[config.mk]
export PLATFORM = sky130hd
export DESIGN_NAME = div_array_scheduler_flat
export DESIGN_NICKNAME = d
export VERILOG_FILES = /design/src/rtl/div_array_scheduler_if.sv /design/src/rtl/div_array_scheduler.sv /design/src/flat_wrapper.sv
export SDC_FILE = /design/constraint.sdc
export NUM_CORES = 1
export LEC_CHECK = 0
export CORE_UTILIZATION = 25
export DETAILED_ROUTE_END_ITERATION = 8
export PLACE_DENSITY = 0.4
export SYNTH_ARGS = -nofsm -noshare
export SYNTH_HDL_FRONTEND = slang
export SYNTH_SLANG_ARGS = --single-unit
[constraint.sdc]
create_clock -name clk -period 6.94 [get_ports clk]
set_input_delay 1.388 -clock clk [delete_from_list [all_inputs] [get_ports clk]]
set_output_delay 1.388 -clock clk [all_outputs]
set_load 0.1 [all_outputs]
[src/rtl/div_array_scheduler_if.sv]
// rtl/div_array_scheduler_if.sv - request, array and response signals of the shared divider scheduler
interface div_array_scheduler_if;
    logic [1:0]  req_valid;
    logic [1:0]  req_ready;
    logic [63:0] req_dividend;
    logic [31:0] req_divisor;
    logic [1:0]  req_mode;

    logic        div_valid_input;
    logic [31:0] div_dividend;
    logic [15:0] div_divisor;
    logic        div_mode;
    logic        div_valid_output;
    logic [16:0] div_final_output;

    logic [1:0]  rsp_valid;
    logic [1:0]  rsp_ready;
    logic [33:0] rsp_data;
    logic [1:0]  rsp_dbz;

    logic        busy;
    logic        err_orphan;

    modport slave (
        input  req_valid, req_dividend, req_divisor, req_mode,
        input  div_valid_output, div_final_output,
        input  rsp_ready,
        output req_ready,
        output div_valid_input, div_dividend, div_divisor, div_mode,
        output rsp_valid, rsp_data, rsp_dbz,
        output busy, err_orphan
    );

    modport master (
        output req_valid, req_dividend, req_divisor, req_mode,
        output div_valid_output, div_final_output,
        output rsp_ready,
        input  req_ready,
        input  div_valid_input, div_dividend, div_divisor, div_mode,
        input  rsp_valid, rsp_data, rsp_dbz,
        input  busy, err_orphan
    );
endinterface

[src/rtl/div_array_scheduler.sv]
// rtl/div_array_scheduler.sv - round-robin sharing of one fixed-latency divider array between two requesters
module div_array_scheduler #(
    parameter int DIV_LAT   = 16,
    parameter int RSP_DEPTH = 4
) (
    input  logic                 clk,
    input  logic                 reset,
    div_array_scheduler_if.slave bus
);
    localparam int TAG_DEPTH = 2 * RSP_DEPTH;
    localparam int RAW       = $clog2(RSP_DEPTH);
    localparam int TAW       = $clog2(TAG_DEPTH);
    localparam int CW        = $clog2(RSP_DEPTH + 1);

    if (DIV_LAT < 1 || RSP_DEPTH < 2 || (RSP_DEPTH & (RSP_DEPTH - 1)) != 0) begin : g_param_check
        $error("div_array_scheduler: DIV_LAT must be >=1 and RSP_DEPTH a power of 2 >=2");
    end

    logic [1:0]  has_credit;
    logic [1:0]  elig;
    logic [1:0]  grant;
    logic [1:0]  push;
    logic [1:0]  pop;
    logic        rr_ptr;
    logic        fire_any;
    logic        fire_id;
    logic [31:0] sel_dividend;
    logic [15:0] sel_divisor;
    logic        sel_mode;

    logic [1:0]     tag_mem [TAG_DEPTH];
    logic [TAW-1:0] tag_wr;
    logic [TAW-1:0] tag_rd;
    logic [TAW:0]   tag_cnt;
    logic           tag_empty;
    logic           retire;
    logic           ret_id;
    logic           ret_dbz;
    logic [16:0]    ret_data;

    // Arbitration: a lone eligible requester wins; on contention the one not served last wins.
    always_comb begin
        elig  = bus.req_valid & has_credit;
        grant = 2'b00;
        case (elig)
            2'b01:   grant = 2'b01;
            2'b10:   grant = 2'b10;
            2'b11:   grant = rr_ptr ? 2'b01 : 2'b10;
            default: grant = 2'b00;
        endcase
    end

    assign bus.req_ready = grant;
    assign fire_any      = |grant;
    assign fire_id       = grant[1];

    always_comb begin
        sel_dividend = fire_id ? bus.req_dividend[63:32] : bus.req_dividend[31:0];
        sel_divisor  = fire_id ? bus.req_divisor[31:16]  : bus.req_divisor[15:0];
        sel_mode     = fire_id ? bus.req_mode[1]         : bus.req_mode[0];
    end

    always_ff @(posedge clk or negedge reset) begin
        if (!reset) begin
            rr_ptr              <= 1'b0;
            bus.div_valid_input <= 1'b0;
            bus.div_dividend    <= '0;
            bus.div_divisor     <= '0;
            bus.div_mode        <= 1'b0;
        end else begin
            bus.div_valid_input <= fire_any;
            if (fire_any) begin
                rr_ptr           <= fire_id;
                bus.div_dividend <= sel_dividend;
                bus.div_divisor  <= sel_divisor;
                bus.div_mode     <= sel_mode;
            end
        end
    end

    // Tag FIFO records owner and divide-by-zero flag in issue order; the array returns in the same order.
    assign tag_empty = (tag_cnt == '0);
    assign retire    = bus.div_valid_output & ~tag_empty;
    assign ret_id    = tag_mem[tag_rd][1];
    assign ret_dbz   = tag_mem[tag_rd][0];
    assign ret_data  = ret_dbz ? 17'h1FFFF : bus.div_final_output;
    assign bus.busy  = ~tag_empty;

    always_ff @(posedge clk or negedge reset) begin
        if (!reset) begin
            tag_wr  <= '0;
            tag_rd  <= '0;
            tag_cnt <= '0;
            for (int k = 0; k < TAG_DEPTH; k++) begin
                tag_mem[k] <= 2'b00;
            end
        end else begin
            if (fire_any) begin
                tag_mem[tag_wr] <= {fire_id, (sel_divisor == 16'h0)};
                tag_wr          <= tag_wr + 1'b1;
            end
            if (retire) begin
                tag_rd <= tag_rd + 1'b1;
            end
            case ({fire_any, retire})
                2'b10:   tag_cnt <= tag_cnt + 1'b1;
                2'b01:   tag_cnt <= tag_cnt - 1'b1;
                default: tag_cnt <= tag_cnt;
            endcase
        end
    end

    always_ff @(posedge clk or negedge reset) begin
        if (!reset) begin
            bus.err_orphan <= 1'b0;
        end else if (bus.div_valid_output && tag_empty) begin
            bus.err_orphan <= 1'b1;
        end
    end

    for (genvar i = 0; i < 2; i++) begin : g_req
        logic [CW-1:0]  credit;
        logic [17:0]    mem [RSP_DEPTH];
        logic [RAW-1:0] wr_ptr;
        logic [RAW-1:0] rd_ptr;
        logic [RAW:0]   cnt;

        assign has_credit[i] = (credit != '0);
        assign push[i]       = retire & (ret_id == 1'(i));
        assign pop[i]        = bus.rsp_valid[i] & bus.rsp_ready[i];

        assign bus.rsp_valid[i]          = (cnt != '0);
        assign bus.rsp_data[17*i +: 17]  = mem[rd_ptr][16:0];
        assign bus.rsp_dbz[i]            = mem[rd_ptr][17];

        // A credit is a reserved response slot: taken at issue, returned when the requester pops.
        always_ff @(posedge clk or negedge reset) begin
            if (!reset) begin
                credit <= CW'(RSP_DEPTH);
            end else begin
                case ({grant[i], pop[i]})
                    2'b10:   credit <= credit - 1'b1;
                    2'b01:   credit <= credit + 1'b1;
                    default: credit <= credit;
                endcase
            end
        end

        always_ff @(posedge clk or negedge reset) begin
            if (!reset) begin
                wr_ptr <= '0;
                rd_ptr <= '0;
                cnt    <= '0;
                for (int k = 0; k < RSP_DEPTH; k++) begin
                    mem[k] <= '0;
                end
            end else begin
                if (push[i]) begin
                    mem[wr_ptr] <= {ret_dbz, ret_data};
                    wr_ptr      <= wr_ptr + 1'b1;
                end
                if (pop[i]) begin
                    rd_ptr <= rd_ptr + 1'b1;
                end
                case ({push[i], pop[i]})
                    2'b10:   cnt <= cnt + 1'b1;
                    2'b01:   cnt <= cnt - 1'b1;
                    default: cnt <= cnt;
                endcase
            end
        end
    end
endmodule

[src/flat_wrapper.sv]
// flat-port wrapper written by rule: the top's interface ports become plain ports
module div_array_scheduler_flat 
#(
    parameter int DIV_LAT   = 16,
    parameter int RSP_DEPTH = 4
)
  (clk, reset, bus_req_valid, bus_req_dividend, bus_req_divisor, bus_req_mode, bus_div_valid_output, bus_div_final_output, bus_rsp_ready, bus_req_ready, bus_div_valid_input, bus_div_dividend, bus_div_divisor, bus_div_mode, bus_rsp_valid, bus_rsp_data, bus_rsp_dbz, bus_busy, bus_err_orphan);
  div_array_scheduler_if bus_i ();
  input  logic clk;
  input  logic reset;
  input wire logic [$bits(bus_i.req_valid)-1:0] bus_req_valid;
  input wire logic [$bits(bus_i.req_dividend)-1:0] bus_req_dividend;
  input wire logic [$bits(bus_i.req_divisor)-1:0] bus_req_divisor;
  input wire logic [$bits(bus_i.req_mode)-1:0] bus_req_mode;
  input wire logic [$bits(bus_i.div_valid_output)-1:0] bus_div_valid_output;
  input wire logic [$bits(bus_i.div_final_output)-1:0] bus_div_final_output;
  input wire logic [$bits(bus_i.rsp_ready)-1:0] bus_rsp_ready;
  output wire logic [$bits(bus_i.req_ready)-1:0] bus_req_ready;
  output wire logic [$bits(bus_i.div_valid_input)-1:0] bus_div_valid_input;
  output wire logic [$bits(bus_i.div_dividend)-1:0] bus_div_dividend;
  output wire logic [$bits(bus_i.div_divisor)-1:0] bus_div_divisor;
  output wire logic [$bits(bus_i.div_mode)-1:0] bus_div_mode;
  output wire logic [$bits(bus_i.rsp_valid)-1:0] bus_rsp_valid;
  output wire logic [$bits(bus_i.rsp_data)-1:0] bus_rsp_data;
  output wire logic [$bits(bus_i.rsp_dbz)-1:0] bus_rsp_dbz;
  output wire logic [$bits(bus_i.busy)-1:0] bus_busy;
  output wire logic [$bits(bus_i.err_orphan)-1:0] bus_err_orphan;
  assign bus_i.req_valid = bus_req_valid;
  assign bus_i.req_dividend = bus_req_dividend;
  assign bus_i.req_divisor = bus_req_divisor;
  assign bus_i.req_mode = bus_req_mode;
  assign bus_i.div_valid_output = bus_div_valid_output;
  assign bus_i.div_final_output = bus_div_final_output;
  assign bus_i.rsp_ready = bus_rsp_ready;
  assign bus_req_ready = bus_i.req_ready;
  assign bus_div_valid_input = bus_i.div_valid_input;
  assign bus_div_dividend = bus_i.div_dividend;
  assign bus_div_divisor = bus_i.div_divisor;
  assign bus_div_mode = bus_i.div_mode;
  assign bus_rsp_valid = bus_i.rsp_valid;
  assign bus_rsp_data = bus_i.rsp_data;
  assign bus_rsp_dbz = bus_i.rsp_dbz;
  assign bus_busy = bus_i.busy;
  assign bus_err_orphan = bus_i.err_orphan;
  div_array_scheduler #(.DIV_LAT(DIV_LAT), .RSP_DEPTH(RSP_DEPTH)) u_core (.clk(clk), .reset(reset), .bus(bus_i));
endmodule
==> summary.md <==
The region available for standard cell placement spans 44,500 um^2. From synthesis to final layout, the design area changed by 32.6%. The detailed-route wire length per cell was 18.7 um; the number of standard cells in the layout, taps in and fillers out was 1,649. The tools report the count of synthesis-stage warnings from yosys as 0. In this run the worst path has a maximum fanout of 35. Buffer count from post-CTS setup fixing: 0. The logs give 0 ns for the setup total negative slack and 0.716 for the routability congestion estimate from global placement. The share of the clock period used by the worst path after layout was 0.725. Setup violations remaining at the end of the flow were counted as 0.

H-tree depth: 1. Fraction of final layout cells sized beyond drive strength 1: 0.271. The count of buffers added on input and output ports is 213. The root buffer cell was clkbuf_16. The x dimension of the die is 215 um, and the remaining antenna violation count after routing is 0.

The tools report the overall routing resource usage as 0.135. The filler cells instantiated in the layout total 4,471. For the count of unique library cells instantiated by Yosys, the log shows 52. Floorplan row count: 77. The setup path with the least slack is of type primary input to output port. The tools report the number of antenna violations at the first check in global routing as 2. For the number of optimization iterations in the first detailed-route pass, the log shows 6. Summing every instance area after synthesis gives 11,400 um^2.

Counting every net in the synthesized netlist gives 963. In this run the most critical hold path is launched from u_core.g_req[0].cnt[2]. The floorplan step defined a die boundary enclosing 46,300 um^2.

The length in cells of the worst reg-to-reg path was 10. Average size of a mapped cell: 13.9 um^2. Clock-pin slew was measured on the worst setup and hold paths at 0.06 ns. The slack of the worst reg-to-reg path is 3.63 ns, and the quantity of gates resized following cts is 0.

The tools report the cts-stage hold buffer count as 0. The type of the worst min-delay path was flip-flop to flip-flop. The count of pins over their slew limit is 0.

The run gives 5.55 ns as the required time of the critical path. The run gives 0.293 as the worst-case headroom to the max-slew limit. The tools report the start of the worst register-to-register path as u_core.tag_rd[1]. The launching element type of the critical path was a primary input.

Static timing analysis puts the maximum clock frequency at 0.199 GHz. Sequential area share after synthesis: 0.533. The worst hold path terminates at u_core.g_req[0].cnt[2]. The total congestion overflow after global routing is 0. Setup repair after global routing left no endpoint under its margin.

The repair_antennas step left the layout with diodes totalling 0. The tools report the total length of routed wires as 30.8 mm. The number of hold violations in the final report was 0; the via count of the first global-routing pass was 8,066.

The capturing point of the worst reg2reg path was u_core.g_req[0].cnt[2]. The post-detailed-route via-to-cell ratio is 4.41, and the height of the chip is 215 um. The maximum number of pins on one net before global-route repair was 105; the final hold slack was 0.454 ns. The routed design could run at a clock period as short as 5.03 ns. The transition time at the pin with the least slew margin is 1.06 ns. The run gives 0.255 as the effective utilization at floorplan.

The critical path endpoint category was an output port. The tools report the first-pass GRT wire length as 48.8 mm. For this block, the via count after detailed routing is 7,274. After synthesis the netlist holds a flip-flop and latch count of 242. For the final database, setup skew stands at 0.00835 ns. After detailed routing, the number of remaining DRC violations is 0. TritonCTS built the clock tree. The net count of the finished layout is 1,176.

The endpoint arrival time on the critical path came out at 3.64 ns. For this design, the sink count on the clock tree is 242. The run finished with clean final reports. The later pin in the worst-skew pair is clocked with a latency of 0.56 ns. The clock passes through at most 3 buffers. The number of placed instances with taps included is 1,593, and the synthesized instance count is 820. The number of clock buffers added by TritonCTS is 30. The instance count along the most critical hold path was 1. The run gives 214 as the boundary pin count.

After the first detailed-routing iteration, the DRC count stood at 251. The detailed placer's ending HPWL is 19.7 mm. Number of max-capacitance violations reported: 0.
critical path, cell delays in order:
cell             delay [ns]
clkdlybuf4s50_1        0.48
o31a_1                 0.20
o21ai_2                0.07
buf_4                  0.27
inv_1                  0.09
clkdlybuf4s50_1        1.13
cell usage in the layout (no fill, tap or decap), types with 12 or more instances in the layout:
| master | n |
|---|---|
| mux2_4 | 41 |
| a31oi_1 | 17 |
| mux2_2 | 119 |
| mux4_2 | 38 |
| xnor2_1 | 12 |
| dfrtp_1 | 240 |
| clkbuf_16 | 31 |
| nand2_1 | 47 |
| nor2_1 | 91 |
| o22ai_1 | 33 |
| xor2_1 | 15 |
| inv_1 | 15 |
| clkdlybuf4s50_1 | 212 |
| ha_1 | 17 |
worst max-delay path by stage:
| stage | from | end | slack, ns | cells after the start |
|---|---|---|---|---|
| detailed placement | bus_req_valid[0] | bus_req_ready[0] | 1.90 | 6 |
| floorplan | bus_req_valid[0] | bus_req_ready[1] | 2.76 | 3 |
| finish | bus_req_valid[0] | bus_req_ready[0] | 1.91 | 6 |
| global route | bus_req_valid[0] | bus_req_ready[0] | 1.82 | 6 |
| CTS | bus_req_valid[0] | bus_req_ready[0] | 1.89 | 6 |
| global placement | bus_req_valid[0] | bus_req_ready[0] | 1.91 | 6 |
through the flow:
stage          worst slack, ns   util  instance area, um^2
2_1_floorplan             2.76      -                11400
3_3_place_gp              1.91  0.316                14100
3_5_place_dp              1.90  0.316                14100
4_1_cts                   1.89  0.339                15100
5_1_grt                   1.82  0.339                15100
6_report                  1.91  0.339                15100
state kept, by name (all words and copies together), names as in the netlist, 3 cells and up:
name                     count
u_core.tag_wr                3
u_core.bus.div_divisor      16
u_core.tag_rd                3
u_core.g_req.mem           144
u_core.tag_cnt               4
u_core.g_req.wr_ptr          4
u_core.bus.div_dividend     32
u_core.g_req.rd_ptr          4
u_core.g_req.cnt             6
u_core.tag_mem              16
u_core.g_req.credit          6
cell usage after synthesis (all sizes together):
| cell | number | area share |
|---|---|---|
| a211o | 1 | 0.00077 |
| a21boi | 1 | 0.00066 |
| a21oi | 6 | 0.0069 |
| a22oi | 1 | 0.00066 |
| a2bb2oi | 1 | 0.00077 |
| a31oi | 17 | 0.0094 |
| and2 | 3 | 0.0017 |
| buf | 19 | 0.015 |
| clkbuf | 25 | 0.0084 |
| dfrtp | 240 | 0.53 |
| dfstp | 2 | 0.0046 |
| fa | 4 | 0.0070 |
| ha | 17 | 0.019 |
| inv | 17 | 0.0056 |
| mux2 | 168 | 0.18 |
| mux2i | 7 | 0.0073 |
| mux4 | 38 | 0.075 |
| nand2 | 47 | 0.016 |
| nand2b | 18 | 0.017 |
| nand3 | 2 | 0.00088 |
| nand3b | 1 | 0.00066 |
| nand4 | 8 | 0.0097 |
| nand4b | 2 | 0.0015 |
| nor2 | 91 | 0.030 |
| nor2b | 2 | 0.0011 |
| nor3 | 1 | 0.00044 |
| nor4 | 9 | 0.0050 |
| nor4b | 2 | 0.0015 |
| o21ai | 2 | 0.00088 |
| o21bai | 1 | 0.00066 |
| o22ai | 33 | 0.018 |
| o31a | 1 | 0.00077 |
| o31ai | 2 | 0.0013 |
| o41a | 1 | 0.00099 |
| or3 | 2 | 0.0011 |
| or4 | 1 | 0.00066 |
| xnor2 | 12 | 0.0093 |
| xor2 | 15 | 0.012 |
kinds of logic (layout without fill, tap and decap cells):
group,Yosys count,count (layout),share of synthesized area
AOI/OAI and AO/OA,67,67,0.0420
xor gates and xnor gates,27,27,0.0208
adders and majority gates,21,21,0.0258
buffers and inverters,61,298,0.0293
DFF,242,242,0.533
muxes,213,213,0.263
and+or+nand+nor,189,189,0.0863
metal layers:
layer	GRT usage	vias to the layer above	wire, um
met1	0.183	3664	14200
met4	0.0333	4	563
met5	0	-	25
li1	-	3371	-
met3	0.0398	41	2190
met2	0.212	194	13900
final cells by class:
| class | instances | area, um^2 | share of cell area |
|---|---|---|---|
| Clock inverter | 8 | 45.0 | 0.00299 |
| Timing Repair Buffer | 225 | 2240 | 0.149 |
| Sequential cell | 242 | 6060 | 0.402 |
| Tap cell | 592 | 741 | 0.0492 |
| Inverter | 17 | 63.8 | 0.00423 |
| Multi-Input combinational cell | 517 | 4980 | 0.331 |
| Clock buffer | 48 | 940 | 0.0624 |
Power is not shown: default switching activity piles up to over one toggle a cycle in this logic, so the estimate is an artifact.
